## src/rtl/ul4_acc.sv

```systemverilog
// ul4_acc: FIFO-buffered 4-bit logic unit with accumulator feedback and valid/ready result port
module ul4_acc #(
  parameter int DEPTH = 4
) (
  input  logic                     clk,
  input  logic                     reset,
  input  logic                     in_valid,
  output logic                     in_ready,
  input  logic                     in_ld,
  input  logic [1:0]               in_op,
  input  logic [3:0]               in_b,
  output logic                     out_valid,
  input  logic                     out_ready,
  output logic [3:0]               out_res,
  output logic                     out_zero,
  output logic [3:0]               acc,
  output logic [$clog2(DEPTH):0]   count
);
  localparam int AW = $clog2(DEPTH);
  localparam int CW = AW + 1;
  logic [6:0]    mem [DEPTH];
  logic [AW-1:0] wp, rp;
  logic [6:0]    head;
  logic [3:0]    r;
  logic          push, exe;
  assign in_ready = (count != CW'(DEPTH)) && !reset;
  assign push     = in_valid && in_ready;
  assign exe      = (count != '0) && (!out_valid || out_ready);
  assign head     = mem[rp];
  // result of the head command against the current accumulator
  always_comb
    r = head[6]            ? head[3:0] :
        head[5:4] == 2'b00 ? acc & head[3:0] :
        head[5:4] == 2'b01 ? acc | head[3:0] :
        head[5:4] == 2'b10 ? acc ^ head[3:0] : ~acc;
  // command storage, written at the tail on accept
  always_ff @(posedge clk)
    if (push) mem[wp] <= {in_ld, in_op, in_b};
  // pointers, occupancy, accumulator and output register
  always_ff @(posedge clk)
    if (reset) begin
      wp        <= '0;
      rp        <= '0;
      count     <= '0;
      acc       <= '0;
      out_res   <= '0;
      out_zero  <= 1'b1;
      out_valid <= 1'b0;
    end else begin
      if (push) wp <= wp + 1'b1;
      if (exe) rp <= rp + 1'b1;
      count <= count + CW'(push) - CW'(exe);
      if (exe) begin
        acc       <= r;
        out_res   <= r;
        out_zero  <= (r == 4'b0000);
        out_valid <= 1'b1;
      end else if (out_ready) out_valid <= 1'b0;
    end
endmodule
```

## config.mk

```make
export PLATFORM = sky130hd
export DESIGN_NAME = ul4_acc
export DESIGN_NICKNAME = d
export VERILOG_FILES = /design/src/rtl/ul4_acc.sv
export SDC_FILE = /design/constraint.sdc
export NUM_CORES = 1
export LEC_CHECK = 0
export BUFFER_PORTS_ARGS = -buffer_cell sky130_fd_sc_hd__buf_2
export CORE_ASPECT_RATIO = 1.4
export CORE_MARGIN = 8
export CORE_UTILIZATION = 55
export DETAILED_ROUTE_END_ITERATION = 8
export PLACE_DENSITY = 0.87
export SYNTH_ARGS = -nofsm -noshare
export SYNTH_HDL_FRONTEND = slang
export SYNTH_SLANG_ARGS = --single-unit
```

## constraint.sdc

```tcl
create_clock -name clk -period 3.6 [get_ports clk]
set_clock_uncertainty 0.2 [all_clocks]
set_input_delay 0.18 -clock clk [delete_from_list [all_inputs] [get_ports clk]]
set_output_delay 0.18 -clock clk [all_outputs]
set_load 0.05 [all_outputs]
```

==> key figures, run 1 <==
Synthesis
  – Synth warn: 0
  – Syn Std Cell Area: about 2000 um2
  – Register bit total from synthesis: 43
  – Avg Inst Size Synth: 14.28 um2
  – Distinct cells, synth: 28
  – Gate Count Post-Synth: roughly 140
  – Post-synthesis net count: 165
  – Register area share after synthesis: 0.5750

Layout
  – Area delta synth->final: 14.50%
  – Most common cell after layout, fill and taps aside: edfxtp_1
  – Final Instance Area: between 2000 and 2500 um2
  – Multi-input logic area: 726.9 um2
  – Layout Cells excl Fill: 212
  – Fin util: 0.6408
  – FF+latch area: 1141 um2
  – Ant. Diodes: 0
  – Layout cell share with drive strength beyond 1: 0.2235
  – Fillcell total: between 200 and 300
  – Most frequent cells in the layout: edfxtp_1 (28), buf_2 (24), dfxtp_1 (15)
  – NumNets Final: 195

Route
  – DRT iter0 DRCs: 49
  – Wirelength, routed: between 3000 and 4000 um
  – First-pass DRT Iterations: 5
  – Routed Antenna Nets: 0
  – Vias per cell: around 5.6
  – Routed wire per std cell: 16.98 um
  – Metal3 WL: 250 um
  – DR WL met2: 1950 um
  – M1 wire length: ~1300 um
  – Vias: around 1,200
  – DRC viols: 0
  – Max layer used: met4

Run
  – MaxCap Viol Count: 0

Timing
  – Worst Tran Pin Value: 0.4217 ns
  – Finish-stage setup viols: 0
  – Hold slack: between 0.04 and 0.05 ns
  – Final min period: 2.700 ns
  – Slew Limit Headroom: 0.7189
  – RSZ-0062 raised after global routing: no
  – Max Freq: 370.4 MHz
  – Period utilization: 0.7499
  – Slew Viols, Final: 0
  – Setup TNS: 0 ns
  – Hold Violations, Final: 0

Placement
  – I/O Buffers: 24
  – Placed cell count: 196
  – Final HPWL DP: 2681 um
  – Post-DP Area: 2097 um2
  – Routability cong.: 0.8033

GRT
  – Antenna violations before repair: 0
  – Largest net degree at the start of global routing: 17
  – Gr usage total: 0.1378
  – GRT Residual Overflow: 0
  – Vias in the first global route: between 1,000 and 1,500
  – First-pass GRT wire length: approximately 6000 um

Setup path
  – Arr. time, crit path: about 2.7 ns
  – Type of origin of the critical path: flop
  – Critical path's top delay family: adder cells
  – Crit Path Max Fanout: 6
  – Required time worst endpoint: ~3.6 ns
  – Most common cell on crit path: inv_1
  – Crit end category: flop
  – Critical Path, Cell by Cell: nor2_1, a21oi_2, and2_1, inv_1, ha_1, inv_1, ha_1, inv_1, fa_1, xor2_1, xnor2_1, nor2_1
  – Slowest CP cell: dfxtp_1
  – Crit Path Category: flop to flop
  – Crit path largest cell delay: between 0.4 and 0.5 ns
  – WP buf/inv: 3

Power and ir drop
  – Peak VDD IR: 0.5907 mV
  – Cell Pwr Density: between 700 and 800 nW/um2
  – Static Leak: 0.9420 nW

Floorplan
  – Area of the core: 3546 um2
  – DIE AREA: 5813 um2
  – I/O pins: 25
  – Die W: 66.77 um
  – Initial Utilization: 0.5596
  – Die height: approximately 87 um
  – Row cnt: 26

CTS
  – CTS tree: done
  – Worst-path clk slew: 0.09 ns
  – H-tree levels: 2
  – Post-CTS setup buffers: 0
  – Clock Tree Buf Depth: 2
  – Root Driver: clkbuf_8
  – Clock latency on the worst-skew pair: 0.30 ns
  – Clock sink total: 43
  – Total CTS buffers: 5

Min path
  – Hold crit path type: input port to flop

Outcome
  – Run status: complete, no violations
[layer usage]
metal | up-vias | GRT usage
li1 | 565 | -
met1 | 564 | 0.1249
met2 | 39 | 0.2487
met3 | 11 | 0.05026
met4 | 0 | 0.07992
met5 | - | 0
[state kept, by name (all words and copies together), names as in the netlist, named ones only]
register and cells:
rp 2, count 3, wp 2, mem 28
acc 4, out_zero 1, out_valid 1
[layout make-up]
class	instances	area share
Inverter	15	0.02478
Tap cell	42	0.02313
Multi-Input combinational cell	72	0.3199
Clock inverter	3	0.01156
Sequential cell	43	0.5022
Clock buffer	5	0.03029
Timing Repair Buffer	32	0.08811
[cells in the mapped netlist (all sizes together)]
master,count,area [um2]
inv,15,56.30
clkbuf,3,11.26
a221o,1,10.01
dfxtp,15,300.3
a21o,1,7.510
nor3,2,10.01
nor2,12,45.04
nand2,3,11.26
mux2,4,52.55
a21oi,2,10.01
fa,1,20.02
mux4,7,176.4
o31ai,1,7.510
nor2b,2,12.51
a222oi,4,40.04
and3,4,25.02
xor2,2,17.52
xnor2,3,26.28
ha,14,175.2
edfxtp,28,840.8
a211oi,4,30.03
and2,1,6.260
buf,6,52.55
mux2i,4,40.04
[worst register-to-register path: stages (launching register included)]
cell and delay [ns]:
dfxtp_1 0.44, nor2_1 0.11, a21oi_2 0.22, and2_1 0.26
inv_1 0.07, ha_1 0.29, inv_1 0.06, ha_1 0.15
inv_1 0.06, fa_1 0.37, xor2_1 0.17, xnor2_1 0.13
nor2_1 0.05
[power breakdown]
| group | leakage, nW | switching [mW] | internal (mW) |
|---|---|---|---|
| registers | 0.378 | 0.0816 | 0.604 |
| logic | 0.514 | 0.502 | 0.302 |
| clock network | 0.0495 | 0.181 | 0.144 |
| total | 0.942 | 0.765 | 1.05 |
[logic make-up after synthesis]
logic type	after synthesis	share of synthesized area
flip-flops	43	0.5750
multiplexers	15	0.1356
adder cells (fa/ha/maj)	15	0.09836
AO/OA/AOI/OAI	13	0.05297
XOR/XNOR	5	0.02207
AND/OR/NAND/NOR	24	0.05548
buffers and inverters	24	0.06053
[per-stage QoR]
stage | total power, mW | setup WS (ns)
4_1_cts | 1.831 | 0.8929
2_1_floorplan | 1.361 | 0.3263
5_1_grt | 1.935 | 0.6700
3_3_place_gp | 1.445 | 1.014
3_5_place_dp | 1.496 | 0.9053
6_report | 1.815 | 0.9002
[repair_timing]
action	in CTS	in global routing
hold buffers	8	0
resized for setup	0	0
endpoints found under the hold margin	29	0
[final timing paths]
kind                            depth (start not counted)                      to                   start  slack [ns]
worst min register to register                          2  out_valid$_SDFFE_PP0P_  out_valid$_SDFFE_PP0P_        0.28
worst max-delay path                                   12     count[2]$_SDFF_PP0_     count[1]$_SDFF_PP0_        0.90
worst min-delay path                                    2      wp[0]$_SDFFE_PP0P_                   reset        0.04
worst max register to register                         12     count[2]$_SDFF_PP0_     count[1]$_SDFF_PP0_        0.90
(Power assumes the default switching activity.)
==> run 2: changes to the inputs <==
CORE_UTILIZATION = 51   (was 55)
PLACE_DENSITY = 0.85   (was 0.87)
clock period = 2.4 ns   (was 3.6 ns; I/O delays follow)
==> run 2 against run 1 <==
  * The flow now finishes with violations (negative setup slack)
  * Via count grew 8.2%
  * Flip-flop and latch count is the same
  * Cell count grew 8.5%
  * Hold slack lost 0.015 ns
  * Combinational power grew 99%
  * Critical path type unchanged
  * Highest routed layer unchanged
==> key figures, run 2 (same netlist as run 1, synthesis figures left out) <==
Layout
  – Multi-input logic area: 797.0 um2 (was 726.9 um2)
  – Area delta synth->final: 25.98% (was 14.50%)
  – Layout cell share with drive strength beyond 1: 0.4171 (was 0.2235)
  – Final Instance Area: 2500 um2 (was 2272 um2)
  – Ant. Diodes: 0 (unchanged)
  – Fillcell total: 287 (was 260)
  – Max FFs per register: 28 (unchanged)
  – Top flop regs: mem (28), acc (4), count (3) (unchanged)
  – Most common cell after layout, fill and taps aside: edfxtp_1 (unchanged)
  – Fin util: 0.6491 (was 0.6408)
  – FF+latch area: 1155 um2 (was 1141 um2)
  – NumNets Final: 212 (was 195)
  – Most frequent cells in the layout: edfxtp_1 (28), buf_2 (24), buf_4 (13) (was edfxtp_1 (28), buf_2 (24), dfxtp_1 (15))
  – Top reg by flops: mem (unchanged)

Timing
  – Max Freq: 402.4 MHz (was 370.4 MHz)
  – Hold Violations, Final: 0 (unchanged)
  – Period utilization: 1.035 (was 0.7499)
  – Slew Limit Headroom: 0.7242 (was 0.7189)
  – Finish-stage setup viols: 2 (was 0)
  – Final WS setup: -0.08496 ns (was 0.9002 ns)
  – Slew Viols, Final: 0 (unchanged)
  – Final min period: 2.485 ns (was 2.700 ns)
  – Hold slack: 0.02909 ns (was 0.04427 ns)
  – Worst Tran Pin Value: 0.4137 ns (was 0.4217 ns)
  – RSZ-0062 raised after global routing: yes (was no)

Power and ir drop
  – Static Leak: 1.038 nW (was 0.9420 nW)
  – Combinational power share: 0.508 (was 0.443)
  – Sw frac: 0.4094 (was 0.4213)
  – Seq pwr share: 0.335 (was 0.378)
  – P_int: 1.855 mW (was 1.050 mW)
  – Cell Pwr Density: 1256 nW/um2 (was 798.8 nW/um2)
  – Total net switching power: 1.286 mW (was 0.7647 mW)
  – Clk pwr share: 0.157 (was 0.179)
  – Peak VDD IR: 0.8858 mV (was 0.5907 mV)
  – Overall Power: 3.141 mW (was 1.815 mW)

GRT
  – GRT Residual Overflow: 0 (unchanged)
  – Gr usage total: 0.1326 (was 0.1378)
  – Largest net degree at the start of global routing: 17 (unchanged)
  – Vias in the first global route: 1,434 (was 1,279)
  – Antenna violations before repair: 0 (unchanged)
  – First-pass GRT wire length: 6230 um (was 5927 um)

Route
  – DRT iter0 DRCs: 93 (was 49)
  – Vias: 1,276 (was 1,179)
  – Routed Antenna Nets: 0 (unchanged)
  – DRC viols: 0 (unchanged)
  – Vias per cell: 5.548 (was 5.561)
  – First-pass DRT Iterations: 4 (was 5)
  – Wirelength, routed: 3927 um (was 3600 um)
  – Routed wire per std cell: 17.07 um (was 16.98 um)

Floorplan
  – Die W: 68.72 um (was 66.77 um)
  – DIE AREA: 6171 um2 (was 5813 um2)
  – Area of the core: 3851 um2 (was 3546 um2)
  – Die height: 89.81 um (was 87.07 um)
  – Initial Utilization: 0.5153 (was 0.5596)
  – Row cnt: 27 (was 26)
  – I/O pins: 25 (unchanged)

Setup path
  – Required time worst endpoint: 2.40 ns (was 3.59 ns)
  – Type of origin of the critical path: flop (unchanged)
  – Crit end category: flop (unchanged)
  – Most common cell on crit path: buf_6 (was inv_1)
  – Crit path largest cell delay: 0.63 ns (was 0.44 ns)
  – Crit Path Category: flop to flop (unchanged)
  – Crit Path Max Fanout: 6 (unchanged)
  – Critical path's top delay family: multiplexers (was adder cells)
  – Arr. time, crit path: 2.48 ns (was 2.69 ns)
  – WP buf/inv: 2 (was 3)
  – Slowest CP cell: mux4_2 (was dfxtp_1)
  – Critical Path, Cell by Cell: mux4_2, buf_6, buf_6, mux2i_1, a222oi_1, nor2_1, a221o_1 (was nor2_1, a21oi_2, and2_1, inv_1, ha_1, inv_1, ha_1, inv_1, fa_1, xor2_1, xnor2_1, nor2_1)

CTS
  – Clock Tree Buf Depth: 2 (unchanged)
  – Clock latency on the worst-skew pair: 0.30 ns (about the same)
  – Root Driver: clkbuf_8 (unchanged)
  – Clock sink total: 43 (unchanged)
  – H-tree levels: 2 (unchanged)
  – CTS tree: done (unchanged)
  – Total CTS buffers: 5 (unchanged)
  – Worst-path clk slew: 0.09 ns (about the same)

Placement
  – Setup WS pre-CTS: -0.1991 ns (was 0.9053 ns)
  – I/O Buffers: 24 (unchanged)
  – Post-DP Area: 2228 um2 (was 2097 um2)
  – Final HPWL DP: 2835 um (was 2681 um)
  – Routability cong.: 0.8194 (was 0.8033)

Outcome
  – Failing checks: negative setup slack
  – Run status: complete, but fails checks (was complete, no violations)

Min path
  – Hold crit path type: input port to flop (unchanged)

Run
  – MaxCap Viol Count: 0 (unchanged)
run 2: cell count changes in the layout (fill, tap and decap cells not counted), moves of 3 or more:
cell	delta
a211oi_1	-3
buf_4	+13
dfxtp_1	-5
a211oi_2	+3
dfxtp_4	+3
nor2_1	-3
inv_1	-3
buf_6	+4
inv_2	+3
run 2: routing by layer:
metal | vias up | routed length, um | track usage
met5 | - | 0 | 0
met4 | 0 | 91 | 0.07899
met3 | 12 | 199 | 0.04720
met2 | 43 | 2187 | 0.2311
met1 | 624 | 1449 | 0.1232
li1 | 597 | - | -
run 2: power groups by stage:
stage | logic (mW) | registers [mW] | clock network (mW)
5_1_grt | 1.71 | 1.07 | 0.530
6_report | 1.60 | 1.05 | 0.494
3_3_place_gp | 1.30 | 1.05 | 0
4_1_cts | 1.49 | 1.05 | 0.499
2_1_floorplan | 0.893 | 1.22 | 0
3_5_place_dp | 1.38 | 1.06 | 0
run 2: timing repair:
item | CTS | global route
endpoints found under the hold margin | 29 | 0
pin swaps | 7 | 9
buffers inserted | 5 | 3
endpoints found under the setup margin | 4 | 6
hold buffers | 8 | 0
resized for setup | 5 | 11
run 2: worst paths after layout:
check                                       startpoint                     end  slack (ns)  depth (start not counted)
worst min register to register  out_valid$_SDFFE_PP0P_  out_valid$_SDFFE_PP0P_        0.27                          2
worst max register to register                    flop   out_zero$_SDFFE_PP1P_       -0.08                          7
worst min-delay path                          in_valid      wp[1]$_SDFFE_PP0P_        0.03                          3
worst max-delay path                              flop   out_zero$_SDFFE_PP1P_       -0.08                          7
run 2: metrics by stage:
stage | setup TNS (ns) | std cells
floorplan | -0.2427 | 139
global placement | -0.1591 | 207
detailed placement | -0.4277 | 207
CTS | -0.03518 | 228
global route | -0.3796 | 230
finish | -0.1139 | 230
run 2: cell type report:
type | instances | area share
Tap cell | 43 | 0.02152
Sequential cell | 43 | 0.4620
Clock buffer | 5 | 0.02753
Inverter | 15 | 0.02252
Timing Repair Buffer | 49 | 0.1371
Multi-Input combinational cell | 72 | 0.3188
Clock inverter | 3 | 0.01051
run 2: worst min-delay path, delay by kind of cell:
kind | cells | cell delay, ns
simple gates | 1 | 0.18
buf+inv | 1 | 0.12
compound gates | 1 | 0.07
==> run 3: changes to the inputs <==
CORE_UTILIZATION = 55   (was 51)
CTS_CLUSTER_SIZE = 40   (was unset)
MAX_ROUTING_LAYER = met4   (was unset)
PLACE_DENSITY = 0.87   (was 0.85)
clock period = 2.6 ns   (was 2.4 ns; I/O delays follow)
==> run 3 against run 2 <==
  * The flow now finishes without violations
  * Utilization increased by 1.1 points
  * Sequential share of layout area increased by 3.0 points
  * First-iteration DRC count decreased by 29%
  * Die area decreased by 5.8%
  * Critical path type unchanged
  * Highest routed layer unchanged
==> key figures, run 3 (same netlist as run 1, synthesis figures left out) <==
Outcome
  – Run status: complete, no violations (was complete, but fails checks)

Timing
  – Worst Tran Pin Value: 0.4223 ns (was 0.4137 ns)
  – Hold slack: 0.05438 ns (was 0.02909 ns)
  – Setup TNS: 0 ns (was -0.1139 ns)
  – Final min period: 2.507 ns (was 2.485 ns)
  – Hold Violations, Final: 0 (unchanged)
  – Slew Viols, Final: 0 (unchanged)
  – RSZ-0062 raised after global routing: no (was yes)
  – Max Freq: 398.8 MHz (was 402.4 MHz)
  – Period utilization: 0.9644 (was 1.035)
  – Final WS setup: 0.09252 ns (was -0.08496 ns)
  – Finish-stage setup viols: 0 (was 2)
  – Slew Limit Headroom: 0.7185 (was 0.7242)

GRT
  – Vias in the first global route: 1,277 (was 1,434)
  – Gr usage total: 0.1351 (was 0.1326)
  – Largest net degree at the start of global routing: 16 (was 17)
  – GRT Residual Overflow: 0 (unchanged)
  – First-pass GRT wire length: 5934 um (was 6230 um)
  – Antenna violations before repair: 0 (unchanged)

Power and ir drop
  – Seq pwr share: 0.379 (was 0.335)
  – Sw frac: 0.4123 (was 0.4094)
  – Static Leak: 0.9547 nW (was 1.038 nW)
  – Combinational power share: 0.466 (was 0.508)
  – Overall Power: 2.562 mW (was 3.141 mW)
  – Total net switching power: 1.056 mW (was 1.286 mW)
  – Cell Pwr Density: 1094 nW/um2 (was 1256 nW/um2)
  – Clk pwr share: 0.155 (was 0.157)
  – P_int: 1.506 mW (was 1.855 mW)
  – Peak VDD IR: 0.7936 mV (was 0.8858 mV)

CTS
  – Root Driver: clkbuf_8 (unchanged)
  – CTS tree: done (unchanged)
  – H-tree levels: 2 (unchanged)
  – Clock Tree Buf Depth: 2 (unchanged)
  – Total CTS buffers: 5 (unchanged)
  – Clock latency on the worst-skew pair: 0.29 ns (was 0.30 ns)
  – Worst-path clk slew: 0.08 ns (was 0.09 ns)
  – Clock sink total: 43 (unchanged)

Placement
  – I/O Buffers: 24 (unchanged)
  – Routability cong.: 0.8385 (was 0.8194)
  – Final HPWL DP: 2680 um (was 2835 um)
  – Post-DP Area: 2167 um2 (was 2228 um2)
  – Setup WS pre-CTS: -0.02272 ns (was -0.1991 ns)
  – Placed cell count: 198 (was 207)

Setup path
  – Crit Path Max Fanout: 8 (was 6)
  – WP buf/inv: 0 (was 2)
  – Critical Path, Cell by Cell: mux4_2, mux2_4, a222oi_1, nor3_1, a221o_1 (was mux4_2, buf_6, buf_6, mux2i_1, a222oi_1, nor2_1, a221o_1)
  – Arr. time, crit path: 2.49 ns (was 2.48 ns)
  – Crit path largest cell delay: 0.67 ns (was 0.63 ns)
  – Type of origin of the critical path: flop (unchanged)
  – Required time worst endpoint: 2.59 ns (was 2.40 ns)
  – Slowest CP cell: mux4_2 (unchanged)
  – Crit Path Category: flop to flop (unchanged)
  – Critical path's top delay family: multiplexers (unchanged)
  – Crit end category: flop (unchanged)

Route
  – First-pass DRT Iterations: 4 (unchanged)
  – Routed wire per std cell: 16.38 um (was 17.07 um)
  – DRT iter0 DRCs: 66 (was 93)
  – Vias per cell: 5.530 (was 5.548)
  – Wirelength, routed: 3521 um (was 3927 um)
  – Routed Antenna Nets: 0 (unchanged)
  – Vias: 1,189 (was 1,276)
  – DRC viols: 0 (unchanged)

Floorplan
  – I/O pins: 25 (unchanged)
  – Die W: 66.77 um (was 68.72 um)
  – Die height: 87.07 um (was 89.81 um)
  – Row cnt: 26 (was 27)
  – Initial Utilization: 0.5596 (was 0.5153)
  – DIE AREA: 5813 um2 (was 6171 um2)
  – Area of the core: 3546 um2 (was 3851 um2)

Layout
  – Most common cell after layout, fill and taps aside: edfxtp_1 (unchanged)
  – Ant. Diodes: 0 (unchanged)
  – Layout cell share with drive strength beyond 1: 0.2948 (was 0.4171)
  – Top flop regs: mem (28), acc (4), count (3) (unchanged)
  – Max FFs per register: 28 (unchanged)
  – Final Instance Area: 2342 um2 (was 2500 um2)
  – Area delta synth->final: 18.03% (was 25.98%)
  – Most frequent cells in the layout: edfxtp_1 (28), buf_2 (23), ha_1 (12) (was edfxtp_1 (28), buf_2 (24), buf_4 (13))
  – Top reg by flops: mem (unchanged)
  – Fin util: 0.6606 (was 0.6491)
  – NumNets Final: 198 (was 212)
  – Layout Cells excl Fill: 215 (was 230)

Min path
  – Hold crit path type: input port to flop (unchanged)
  – Hold_sp: in_valid (unchanged)

Run
  – MaxCap Viol Count: 0 (unchanged)
-- run 3: changes by cell type in the layout (fill, tap and decap cells not counted), sizes merged --
cell / delta
clkinv: +2
buf: -16
dlygate4sd3: +1
inv: -3
clkbuf: +2
-- run 3: final timing paths --
check	depth (start not counted)	endpoint	slack, ns
setup reg to reg	5	out_zero$_SDFFE_PP1P_	0.09
setup / recovery	5	out_zero$_SDFFE_PP1P_	0.09
hold / removal	3	wp[1]$_SDFFE_PP0P_	0.05
hold reg to reg	2	out_valid$_SDFFE_PP0P_	0.28
-- run 3: metal layers --
metal  global-route usage  vias to the layer above  part of all wire
li1                     -                      572                 -
met1               0.1438                      578              0.41
met2               0.2356                       33              0.54
met3              0.03479                        6             0.042
met4              0.04094                        0             0.014
met5                    -                        -                 0
-- run 3: cell type report --
| cell class | instances | area (um2) |
|---|---|---|
| multi-input combinational | 72 | 772.0 |
| tap | 42 | 52.55 |
| fill | 235 | 1204 |
| sequential | 43 | 1152 |
| timing repair buffer | 35 | 227.7 |
| clock buffer | 6 | 72.57 |
| clock inverter | 2 | 8.758 |
| inverter | 15 | 56.30 |
-- run 3: power by group through the flow --
stage               clock network, mW  logic (mW)  registers, mW
global placement                    0        1.12          0.969
CTS                             0.407        1.20          0.974
floorplan                           0       0.825           1.13
finish                          0.398        1.19          0.971
detailed placement                  0        1.18          0.987
global route                    0.429        1.30          0.991
-- run 3: timing repair --
action / CTS / global route
resized for setup: 1 / 1
hold buffers: 9 / 0
endpoints found under the setup margin: 1 / 2
buffers inserted: 0 / 0
endpoints found under the hold margin: 31 / 0
pin swaps: 0 / 1
-- run 3: worst min-delay path: stages --
cell and delay [ns]:
buf_2 0.12, and2_4 0.18, o31ai_1 0.06
